[config.mk]
export PLATFORM = sky130hd
export DESIGN_NAME = stream_reduce
export DESIGN_NICKNAME = d
export VERILOG_FILES = /design/src/rtl/stream_reduce_pkg.sv /design/src/rtl/reduce_alu.sv /design/src/rtl/stream_reduce.sv
export SDC_FILE = /design/constraint.sdc
export NUM_CORES = 1
export LEC_CHECK = 0
export CAP_MARGIN = 10
export CORE_UTILIZATION = 45
export CTS_CLUSTER_SIZE = 14
export DETAILED_ROUTE_END_ITERATION = 12
export GPL_ROUTABILITY_DRIVEN = 1
export HOLD_SLACK_MARGIN = 0.03
export PLACE_DENSITY_LB_ADDON = 0.2
export SLEW_MARGIN = 15
export SYNTH_ARGS = -nofsm -noshare
export SYNTH_HDL_FRONTEND = slang
export SYNTH_SLANG_ARGS = --single-unit
[constraint.sdc]
create_clock -name clk -period 1.3 [get_ports clk]
set_input_delay 0.26 -clock clk [delete_from_list [all_inputs] [get_ports clk]]
set_output_delay 0.26 -clock clk [all_outputs]
set_load 0.1 [all_outputs]
[src/rtl/stream_reduce_pkg.sv]
// Shared types for the stream_reduce block: reduction operator encoding
// and FSM state encoding.
package stream_reduce_pkg;

  typedef enum logic [1:0] {
    OP_AND  = 2'b00,
    OP_OR   = 2'b01,
    OP_XOR  = 2'b10,
    OP_NAND = 2'b11
  } op_t;

  typedef enum logic [1:0] {
    IDLE  = 2'b00,
    ACCUM = 2'b01,
    HOLD  = 2'b10
  } state_t;

endpackage

[src/rtl/reduce_alu.sv]
// Combinational reduction step: folds one input word into the accumulator.
// NAND folds as AND; the final inversion is applied at the output of the
// top level, so the running value stays a plain AND reduction.
module reduce_alu
  import stream_reduce_pkg::*;
#(
  parameter int WIDTH = 8
) (
  input  logic [WIDTH-1:0] acc,
  input  logic [WIDTH-1:0] in_data,
  input  op_t              op,
  output logic [WIDTH-1:0] next_acc
);

  // One bitwise fold selected by the latched operator
  always_comb begin
    next_acc = acc & in_data;
    case (op)
      OP_AND:  next_acc = acc & in_data;
      OP_OR:   next_acc = acc | in_data;
      OP_XOR:  next_acc = acc ^ in_data;
      OP_NAND: next_acc = acc & in_data;
      default: next_acc = acc & in_data;
    endcase
  end

endmodule

[src/rtl/stream_reduce.sv]
// stream_reduce: reduces a burst of words with AND/OR/XOR/NAND and presents
// the result with a valid/ready handshake, one cycle after the last beat.
// Optional feature: define STREAM_REDUCE_COUNT_EN to add out_count, the
// saturating number of beats in the burst.
module stream_reduce
  import stream_reduce_pkg::*;
#(
  parameter int WIDTH     = 8,
  parameter int MAX_BEATS = 16
) (
  input  logic             clk,
  input  logic             rst,
  input  logic [1:0]       op,
  input  logic [WIDTH-1:0] in_data,
  input  logic             in_valid,
  input  logic             in_last,
  output logic             in_ready,
  output logic [WIDTH-1:0] out_data,
  output logic             out_valid,
  input  logic             out_ready
`ifdef STREAM_REDUCE_COUNT_EN
  ,
  output logic [$clog2(MAX_BEATS+1)-1:0] out_count
`endif
);

  if (WIDTH < 1 || WIDTH > 64 || MAX_BEATS < 1 || MAX_BEATS > 65535) begin : g_param_check
    $error("stream_reduce: WIDTH must be 1..64 and MAX_BEATS 1..65535");
  end

  state_t           state_p0;
  state_t           state_nx;
  logic [WIDTH-1:0] acc_p0;
  op_t              op_p0;
  logic [WIDTH-1:0] next_acc;
  logic             accept;

  assign accept = in_valid & in_ready;

  reduce_alu #(
    .WIDTH(WIDTH)
  ) u_alu (
    .acc     (acc_p0),
    .in_data (in_data),
    .op      (op_p0),
    .next_acc(next_acc)
  );

  // State register
  always_ff @(posedge clk) begin
    if (rst) begin
      state_p0 <= IDLE;
    end else begin
      state_p0 <= state_nx;
    end
  end

  // Next state and handshake outputs; both handshakes are forced low in reset
  always_comb begin
    state_nx  = state_p0;
    in_ready  = 1'b0;
    out_valid = 1'b0;
    case (state_p0)
      IDLE, ACCUM: begin
        in_ready = ~rst;
        if (in_valid && !rst) begin
          state_nx = in_last ? HOLD : ACCUM;
        end
      end
      HOLD: begin
        out_valid = ~rst;
        if (out_ready) begin
          state_nx = IDLE;
        end
      end
      default: state_nx = IDLE;
    endcase
  end

  // Accumulator and operator latch: first beat loads, later beats fold
  always_ff @(posedge clk) begin
    if (rst) begin
      acc_p0 <= '0;
      op_p0  <= OP_AND;
    end else if (accept) begin
      if (state_p0 == IDLE) begin
        acc_p0 <= in_data;
        op_p0  <= op_t'(op);
      end else begin
        acc_p0 <= next_acc;
      end
    end
  end

  // Result is driven only while holding so nothing partial leaks out
  assign out_data = (state_p0 == HOLD && !rst) ?
                    ((op_p0 == OP_NAND) ? ~acc_p0 : acc_p0) : '0;

`ifdef STREAM_REDUCE_COUNT_EN
  localparam int CNT_W = $clog2(MAX_BEATS + 1);

  logic [CNT_W-1:0] cnt_p0;

  // Beat counter, restarted by the first beat and held at MAX_BEATS
  always_ff @(posedge clk) begin
    if (rst) begin
      cnt_p0 <= '0;
    end else if (accept) begin
      if (state_p0 == IDLE) begin
        cnt_p0 <= CNT_W'(1);
      end else if (cnt_p0 != CNT_W'(MAX_BEATS)) begin
        cnt_p0 <= cnt_p0 + CNT_W'(1);
      end
    end
  end

  assign out_count = cnt_p0;
`endif

endmodule

### Yosys cells after proc, flatten, opt, wreduce, memory -nomap -nowiden

Index checks and enable logic that the tools add are counted.

| operators by class | value |
|---|---|
| reductions and logical operators | 9 |
| equal/unequal tests | 7 |
| muxes and demuxes | 10 |
| bitwise operators | 6 |

Operator list:

| kind | count |
|---|---|
| $mux 8 | 3 |
| $pmux 8 s3 | 1 |
| $and 8x8->8 | 1 |
| $not 8->8 | 1 |
| $or 8x8->8 | 1 |
| $xor 8x8->8 | 1 |
| $eq 2x2->1 const B | 3 |
| $mux 2 | 3 |
| $eq 2x1->1 const B | 2 |
| $logic_not 2->1 | 2 |
| $ne 2x2->1 const B | 2 |
| $pmux 2 s2 | 1 |
| $reduce_and 2->1 | 2 |
| $reduce_or 2->1 | 2 |
| $logic_and 1x1->1 | 2 |
| $mux 1 | 2 |
| $and 1x1->1 | 1 |
| $logic_not 1->1 | 1 |
| $not 1->1 | 1 |

| word-level totals | value |
|---|---|
| output and inout port bits | 10 |
| flip-flop bits (word level) | 12 |
| word-level logic and storage cells | 35 |
| bits of input ports | 15 |

### Longest topological paths before layout

Gate-level depths: netlist of run 1.

| depth | value |
|---|---|
| word-level depth | 5 |
| gate-level depth with buffers | 6 |
| depth with buffers taken out | 5 |

### Cells and area by module

A second synthesis of run 1 with hierarchy kept.

| unflattened totals | value |
|---|---|
| cell total of the unflattened synthesis | 128 |
| area total of the unflattened synthesis | 1112.3 sq um |

By module, submodules not included:

| module | instances | sequential area each (sq um) | cells an instance | area each (sq um) |
|---|---|---|---|---|
| stream_reduce | 1 | 240.2 | 73 | 694.4 |
| reduce_alu | 1 | 0.0 | 55 | 417.9 |

### Worst setup path after synthesis of run 1

Ideal clock, no wire load.

| timing path | value |
|---|---|
| path type | register to output |
| from | reg op_p0[0] |
| to | out out_data[0] |
| required time | 1.040 ns |
| buffers on the path | 1 |
| setup slack | -1.027 ns |
| arrival time | 2.067 ns |
| stages on the path, launching flop included | 5 |
| cells stage by stage | dfxtp_1 > ha_1 > buf_2 > xnor2_1 > nor2_1 |

| on the way | value |
|---|---|
| word-level cells in the longest chain between the ends | 3 |

Ends and longest elaborated chain:

| element | RTL line | source |
|---|---|---|
| start, declared | stream_reduce.sv:34 | `op_t op_p0;` |
| start signal, assigned | stream_reduce.sv:88 | `op_p0 <= op_t'(op);` |
| $eq 2x2->1 | stream_reduce.sv:97 | `((op_p0 == OP_NAND) ? ~acc_p0 : acc_p0) : '0;` |
| $mux 8 | stream_reduce.sv:97 |  |
| $mux 8 | stream_reduce.sv:96 | `assign out_data = (state_p0 == HOLD && !rst) ?` |
| end, declared | stream_reduce.sv:18 | `output logic [WIDTH-1:0] out_data,` |

No other way between the ends.

### Final worst setup path of run 1

| timing path | value |
|---|---|
| from | reg op_p0[1] |
| to | out out_data[2] |

The elaborated chain is that of the path after synthesis.

==> summary.txt, run 1 <==
Routing
  • Met2 routed wirelength: 2.82 mm
  • Iteration-0 DRC Markers: a little over 100
  • Routed wl met3: 655 um
  • Routed length per instance: roughly 28 um
  • Final WL: 6.29 mm
  • DRC: 0
  • Vias: around 1500
  • Via/cell ratio: 6.68
  • Drt first pass iters: 4
  • Met1 WL: between 2 and 2.5 mm
  • Highest routed layer: met4
  • Antenna viol nets, final: 0

Outcome
  • Violated checks: setup timing
  • Status: finished, violations left

Synth
  • Register area share after synthesis: 21.3%
  • Cells after synthesis: between 100 and 150
  • Synthesized flop and latch total: 12
  • Compound-gate portion of the synthesized area: roughly 29%
  • Post-Syn Area per Cell: 8.53 um2
  • Net Count, Synth: roughly 170
  • Post-Synth Adder-Cell Area: 21.1%
  • Post-synth cell types: 21
  • Synth Area in XOR/XNOR: 6.22%
  • Mux cell area share after synthesis: 0%
  • Yosys warning count: 0
  • Mapped cell area: 1130 um2
  • Simple-gate share of the synthesized area: 10.6%
  • Largest family of logic cells by synthesized area: compound AO/OA/AOI/OAI gates

Floorplan
  • Die W: 52.0 um
  • Core Box Area: 2280 um2
  • Io pins: 25
  • Rows: 17
  • Initial Util: roughly half
  • Die Y: 52.0 um
  • Die area: 2710 um2

Timing
  • Post-layout min period: about 1.8 ns
  • Final period util: 142%
  • Final Setup Violations: 19
  • Unrepaired setup endpoints after global routing: true
  • Rel. slew slack: between 70 and 80%
  • Worst-Margin Slew: 0.317 ns
  • Final worst slack: -0.545 ns
  • Final Hold Fails: 0
  • Max-slew violation count: 0
  • Final Skew: 0.00371 ns
  • Fmax: 542 MHz

Worst setup path
  • Crit Reg-Reg Endpoint: acc_p0[1]
  • CP startpoint: op_p0[1]
  • WS Path Type: reg2out
  • R2R cell count: 8
  • CP Launch Type: register
  • Largest fanout on the critical path: 4
  • Setup crit end kind: output port
  • FF-to-FF Start: op_p0[0]
  • Crit path DAT: 1.58 ns
  • CP Data Required Time: around 1.0 ns
  • Flop2flop setup slack: -0.38 ns

Layout
  • Layout Cells excl Fill: roughly 220
  • Area of the multi-input gates: 1090 um2
  • Fillers: 47
  • # diodes: 0
  • Post-layout nets: between 200 and 250
  • Share of layout cells above drive strength 1: 52.8%
  • Area Growth Syn to Fin: 94.1%
  • Sequential cell area: 248 um2

Power and ir drop
  • Sw power: 0.632 mW
  • Pwr Density: between 700 and 800 nW/um2
  • Switch share: 40.8%
  • Tot Pwr: 1.55 mW
  • Leak: about 0.9 nW
  • VDD IR max: 0.00105 V
  • Share of total power in the clock network: 23.1%
  • Logic gate share of total power: 48.9%
  • Total internal power: slightly above 0.9 mW
  • Register share of total power: 28.0%

Clock network
  • Clk_lat worst skew: 0.32 ns
  • H-tree levels: 1
  • Clk buf depth: 2
  • Total CTS buffers: 3
  • Clock-pin slew on the worst setup and hold paths: 0.10 ns
  • Clk sink count: 12
  • CTS tree: yes
  • Clk Tree Root Cell: clkbuf_4

GRT
  • Vias in the first global route: 1453
  • Pin count of the biggest net entering global routing: 16
  • First-pass GRT wire length: 6.94 mm
  • Initial antenna violation count: 0
  • Gr ovfl total: 0
  • Total GRT Usage: ~36%

Job
  • Maxcap violations: 0

Place
  • Final HPWL DP: 2.31 mm
  • Place WS: -0.408 ns
  • DP Cell Count: 205
  • Port Buffer Count: 24
  • GPL Wtd Cong: 0.744

Min path
  • Hold Path Class: in2reg
  • Worst Hold Launch: op[0]
  • Min-Delay Path Depth: 3
  • Min-Delay Endpoint: op_p0[0]
[synth_stat cells]
| cell | number | share of area, % |
|---|---|---|
| ha_1 | 19 | 21 |
| inv_1 | 19 | 6.3 |
| dfxtp_1 | 12 | 21 |
| nand2_1 | 12 | 4.0 |
| nor2_1 | 9 | 3.0 |
| a21o_1 | 8 | 5.3 |
| a221oi_1 | 8 | 6.2 |
| a221oi_2 | 8 | 11 |
| o21ai_1 | 8 | 3.6 |
| xnor2_1 | 8 | 6.2 |
| buf_2 | 6 | 2.7 |
| buf_6 | 3 | 3.0 |
| o21ai_0 | 3 | 1.3 |
| a21oi_1 | 2 | 0.89 |
| and2b_2 | 1 | 0.78 |
| and3_1 | 1 | 0.56 |
| nand2b_1 | 1 | 0.56 |
| nor2_2 | 1 | 0.56 |
| nor3_1 | 1 | 0.44 |
| nor3b_1 | 1 | 0.67 |
| o32ai_1 | 1 | 0.78 |
[routing by layer]
layer / track usage (%) / vias to the layer above
met5: 0 / -
met4: 19.8 / 0
met3: 3.51 / 60
met2: 66.9 / 152
met1: 40.0 / 681
li1: - / 584
[cells by family after synthesis]
| kind of cell | count (synthesis) |
|---|---|
| adder cells (fa/ha/maj) | 19 |
| AND/OR/NAND/NOR | 27 |
| AO/OA/AOI/OAI | 38 |
| buffers and inverters | 28 |
| XOR/XNOR | 8 |
| flip-flops | 12 |
[how the worst max path moves through the flow]
| stage | to | slack [ns] | depth (start not counted) |
|---|---|---|---|
| 2_1_floorplan | out_data[2] | -0.22 | 4 |
| 3_3_place_gp | out_data[6] | -0.39 | 5 |
| 3_5_place_dp | out_data[1] | -0.41 | 5 |
| 4_1_cts | out_data[6] | -0.46 | 6 |
| 5_1_grt | out_data[4] | -0.59 | 6 |
| 6_report | out_data[2] | -0.54 | 6 |
[power groups by stage]
stage	logic, mW	clock network, mW	registers [mW]
5_1_grt	0.776	0.376	0.436
3_5_place_dp	0.538	0	0.430
3_3_place_gp	0.512	0	0.427
6_report	0.758	0.358	0.435
4_1_cts	0.640	0.309	0.426
2_1_floorplan	0.313	0	0.434
[flip-flops by register name, indices dropped and copies added, names as in the netlist]
name	cells
state_p0	2
acc_p0	8
op_p0	2
[timing repair]
item / 4_1_cts / 5_1_grt
setup buffers: 8 / 6
resized for setup: 32 / 11
setup endpoints to repair: 18 / 20
pin swaps: 20 / 15
hold buffers: 0 / 0
cloned: 1 / 0
[worst max-delay path: stages, from the launching register on]
cell and delay (ns):
dfxtp_2 0.35, buf_6 0.12, ha_4 0.18, buf_12 0.16
xnor2_4 0.15, nor2_4 0.13, buf_12 0.18
[stage by stage]
stage	hold slack [ns]	util (%)	cell area [um2]	setup TNS [ns]
2_1_floorplan	0.326	-	1280	-3.11
3_3_place_gp	0.486	79.8	1820	-6.32
3_5_place_dp	0.497	79.8	1820	-7.01
4_1_cts	0.510	93.2	2120	-5.09
5_1_grt	0.529	96.0	2190	-7.30
6_report	0.515	96.0	2190	-6.83
[placed cells by master (no fill, tap or decap), drive strengths merged]
master / netlist / layout
buf: 9 / 51
ha: 19 / 19
inv: 19 / 18
a221oi: 16 / 16
clkdlybuf4s50: 0 / 13
nand2: 12 / 13
dfxtp: 12 / 12
o21ai: 11 / 11
nor2: 10 / 10
xnor2: 8 / 8
a21o: 8 / 8
clkbuf: 0 / 4
a21oi: 2 / 2
clkinvlp: 0 / 1
nor3b: 1 / 1
nand2b: 1 / 1
and2b: 1 / 1
and3: 1 / 1
nor3: 1 / 1
o32ai: 1 / 1
clkdlybuf4s15: 0 / 1
[area by class of cell]
class                   instances  share of cell area (%)
inverters                      19                    3.55
multi-input cells              93                    50.0
clock buffers                   4                    1.66
repair buffers                 65                    31.8
well taps                      28                    1.60
flip-flops and latches         12                    11.3
(Power assumes the default switching activity.)
==> run 2, diff against run 1 <==
CORE_UTILIZATION = 50   (was 45)
clock period = 2 ns   (was 1.3 ns; I/O delays follow)
==> run 2 against run 1 <==
Flip-flop and latch count unchanged. Combinational power shrank 65%. Wire length decreased by 57%. Clock skew rose by 0.0017 ns. Non-clock buffer count shrank 35. The flow now finishes without violations. Largest power group is now registers. Core utilization is 20 points lower. Sequential power is 37% lower. Die area down 9.6%. Critical path depth did not move. Setup slack better by 0.62 ns. Clock power is 42% lower.
==> summary.txt, run 2 (synthesis gave the netlist of run 1 again) <==
GRT
  • Met3 Usage GRT: 4.94% (+1.4 points)
  • Vias in the first global route: 1035 (-29%)
  • Gr ovfl total: 0 (unchanged)
  • GR Layer Usage met2: 41.8% (-25 points)
  • Global Route met1 Usage: 28.1% (-12 points)
  • Most used routing layer: met2
  • Pin count of the biggest net entering global routing: 17 (+1)
  • Initial antenna violation count: 0 (unchanged)
  • First-pass GRT wire length: 4.42 mm (-36%)
  • Total GRT Usage: 24.1% (-12 points)

Timing
  • Max-slew violation count: 0 (unchanged)
  • Unrepaired setup endpoints after global routing: true
  • Final hold slack: 0.524 ns (+0.00872 ns)
  • Final period util: 96.3%
  • Fmax: 519 MHz
  • TNS Setup: 0 ns (+6.83 ns)
  • Final Hold Fails: 0 (unchanged)
  • Worst-Margin Slew: 0.596 ns (+0.279 ns)
  • Final Setup Violations: 0 (-19)
  • Final Skew: 0.00538 ns (+0.00167 ns)
  • Rel. slew slack: 60.2% (-19 points)
  • Post-layout min period: 1.93 ns

Routing
  • Antenna viol nets, final: 0 (unchanged)
  • Via/cell ratio: 5.55 (-17%)
  • Vias: 1022 (-31%)
  • Final WL: 2.70 mm (-57%)
  • Drt first pass iters: 4 (unchanged)
  • Iteration-0 DRC Markers: 16 (-84%)
  • Routed length per instance: 14.7 um (-48%)
  • DRC: 0 (unchanged)

Clock network
  • H-tree levels: 1 (unchanged)
  • Cts hold-fix bufs: 0 (unchanged)
  • Total CTS buffers: 3 (unchanged)
  • Clk_lat worst skew: 0.29 ns (-0.03 ns)
  • CTS tree: yes
  • Clk sink count: 12 (unchanged)
  • Clk Tree Root Cell: clkbuf_4
  • Post-CTS Setup Repair Bufs: 0 (-8)
  • Clock-pin slew on the worst setup and hold paths: 0.09 ns (about the same)
  • CTS resizes: 0 (-100%)
  • Clk buf depth: 2 (unchanged)

Min path
  • Min-Delay Path Depth: 2 (-1)
  • Hold Path Class: reg2reg
  • Min-Delay Endpoint: acc_p0[7]
  • Worst Hold Launch: acc_p0[7]

Worst setup path
  • CP Data Required Time: 1.60 ns (+0.56 ns)
  • Crit path DAT: 1.53 ns (-0.05 ns)
  • Slowest stage cell, crit path: clkdlybuf4s50_1
  • CP Launch Type: input port
  • Largest fanout on the critical path: 6 (+2)
  • Flop2flop setup slack: 0.42 ns (+0.80 ns)
  • FF-to-FF Start: op_p0[0]
  • R2R cell count: 5 (-3)
  • CP cell instances: clkdlybuf4s50_1, nor2_1, nand2_1, buf_4, nor2_2, buf_12
  • Setup crit end kind: output port
  • CP startpoint: rst
  • Crit Reg-Reg Endpoint: acc_p0[1]
  • Max incr delay on CP: 0.42 ns (+0.07 ns)
  • WS Path Type: in2out

Floorplan
  • Rows: 16 (-1)
  • Die W: 49.5 um (-4.9%)
  • Core Box Area: 2040 um2 (-10%)
  • Initial Util: 55.1% (+5.7 points)
  • Die Y: 49.5 um (-4.9%)
  • Io pins: 25 (unchanged)
  • Die area: 2450 um2 (-9.6%)

Layout
  • Final core area utilization: 76.0% (-20 points)
  • Biggest regs: acc_p0 x8, op_p0 x2, state_p0 x2
  • # diodes: 0 (unchanged)
  • Largest Register: acc_p0
  • Share of layout cells above drive strength 1: 24.2% (-29 points)
  • Max reg flops: 8 (unchanged)
  • Post-layout nets: 192 (-16%)
  • Most frequent cells in the layout: 19 x inv_1, 19 x ha_1, 14 x clkdlybuf4s50_1
  • Area Growth Syn to Fin: 37.9%

Place
  • GPL Wtd Cong: 0.729 (-2.1%)
  • Final HPWL DP: 1.95 mm (-16%)
  • Port Buffer Count: 24 (unchanged)

Outcome
  • Status: finished clean

Power and ir drop
  • Tot Pwr: 0.752 mW (-52%)
  • Pwr Density: 485 nW/um2 (-32%)
  • VDD IR max: 0.000539 V (-49%)
  • Leak: 0.633 nW (-28%)

Job
  • Maxcap violations: 0 (unchanged)
==> run 2: cell count changes in the layout (fill, tap and decap cells not counted), moves of 4 or more <==
cell and delta:
a221oi_2 -8, xnor2_1 +8, buf_4 -27, nor2_2 +6
nor2_4 -7, xnor2_4 -8, dfxtp_1 +4, a221oi_1 +8
buf_6 -6
==> run 2: worst max-delay path, delay by kind of cell <==
kind / cells / cell delay (ns)
AND/OR/NAND/NOR: 3 / 0.34
buffers and inverters: 3 / 0.79
==> run 2: report_power, final <==
group / total, mW / switching, mW / internal (mW)
Sequential: 0.276 / 0.0196 / 0.256
Combinational: 0.268 / 0.147 / 0.121
Clock: 0.208 / 0.0972 / 0.111
==> run 2: layer usage <==
layer / vias to the layer above / part of all wire [%]
met5: - / 0
met4: 0 / 1.5
met3: 5 / 5.8
met2: 36 / 52
met1: 472 / 41
li1: 509 / -
==> run 2: how the worst max path moves through the flow <==
stage,to,slack (ns),cells after the start
final,out_data[2],0.07,6
after global routing,out_data[2],-0.02,6
after CTS,out_data[1],0.07,6
after detailed placement,out_data[1],0.07,6
after global placement,out_data[7],0.11,6
after floorplan,out_data[0],-0.008,4
==> run 2: cell type report <==
type                            count  area [um2]
Sequential cell                    12         240
Inverter                           19        71.3
Multi-Input combinational cell     92         786
Timing Repair Buffer               30         385
Clock buffer                        4        36.3
Fill cell                         158         489
Tap cell                           27        33.8
==> run 2: stage by stage <==
stage | cell area (um2) | setup WS [ns] | std cells
floorplan | 1150 | -0.00830 | 132
global placement | 1500 | 0.110 | 180
detailed placement | 1500 | 0.0713 | 180
CTS | 1540 | 0.0651 | 184
global route | 1550 | -0.0195 | 184
finish | 1550 | 0.0744 | 184
==> run 3, diff against run 2 <==
SLEW_MARGIN = not set   (was 15)
==> results of run 3 <==
The final DEF is identical to that of run 2; final timing and power are the same.
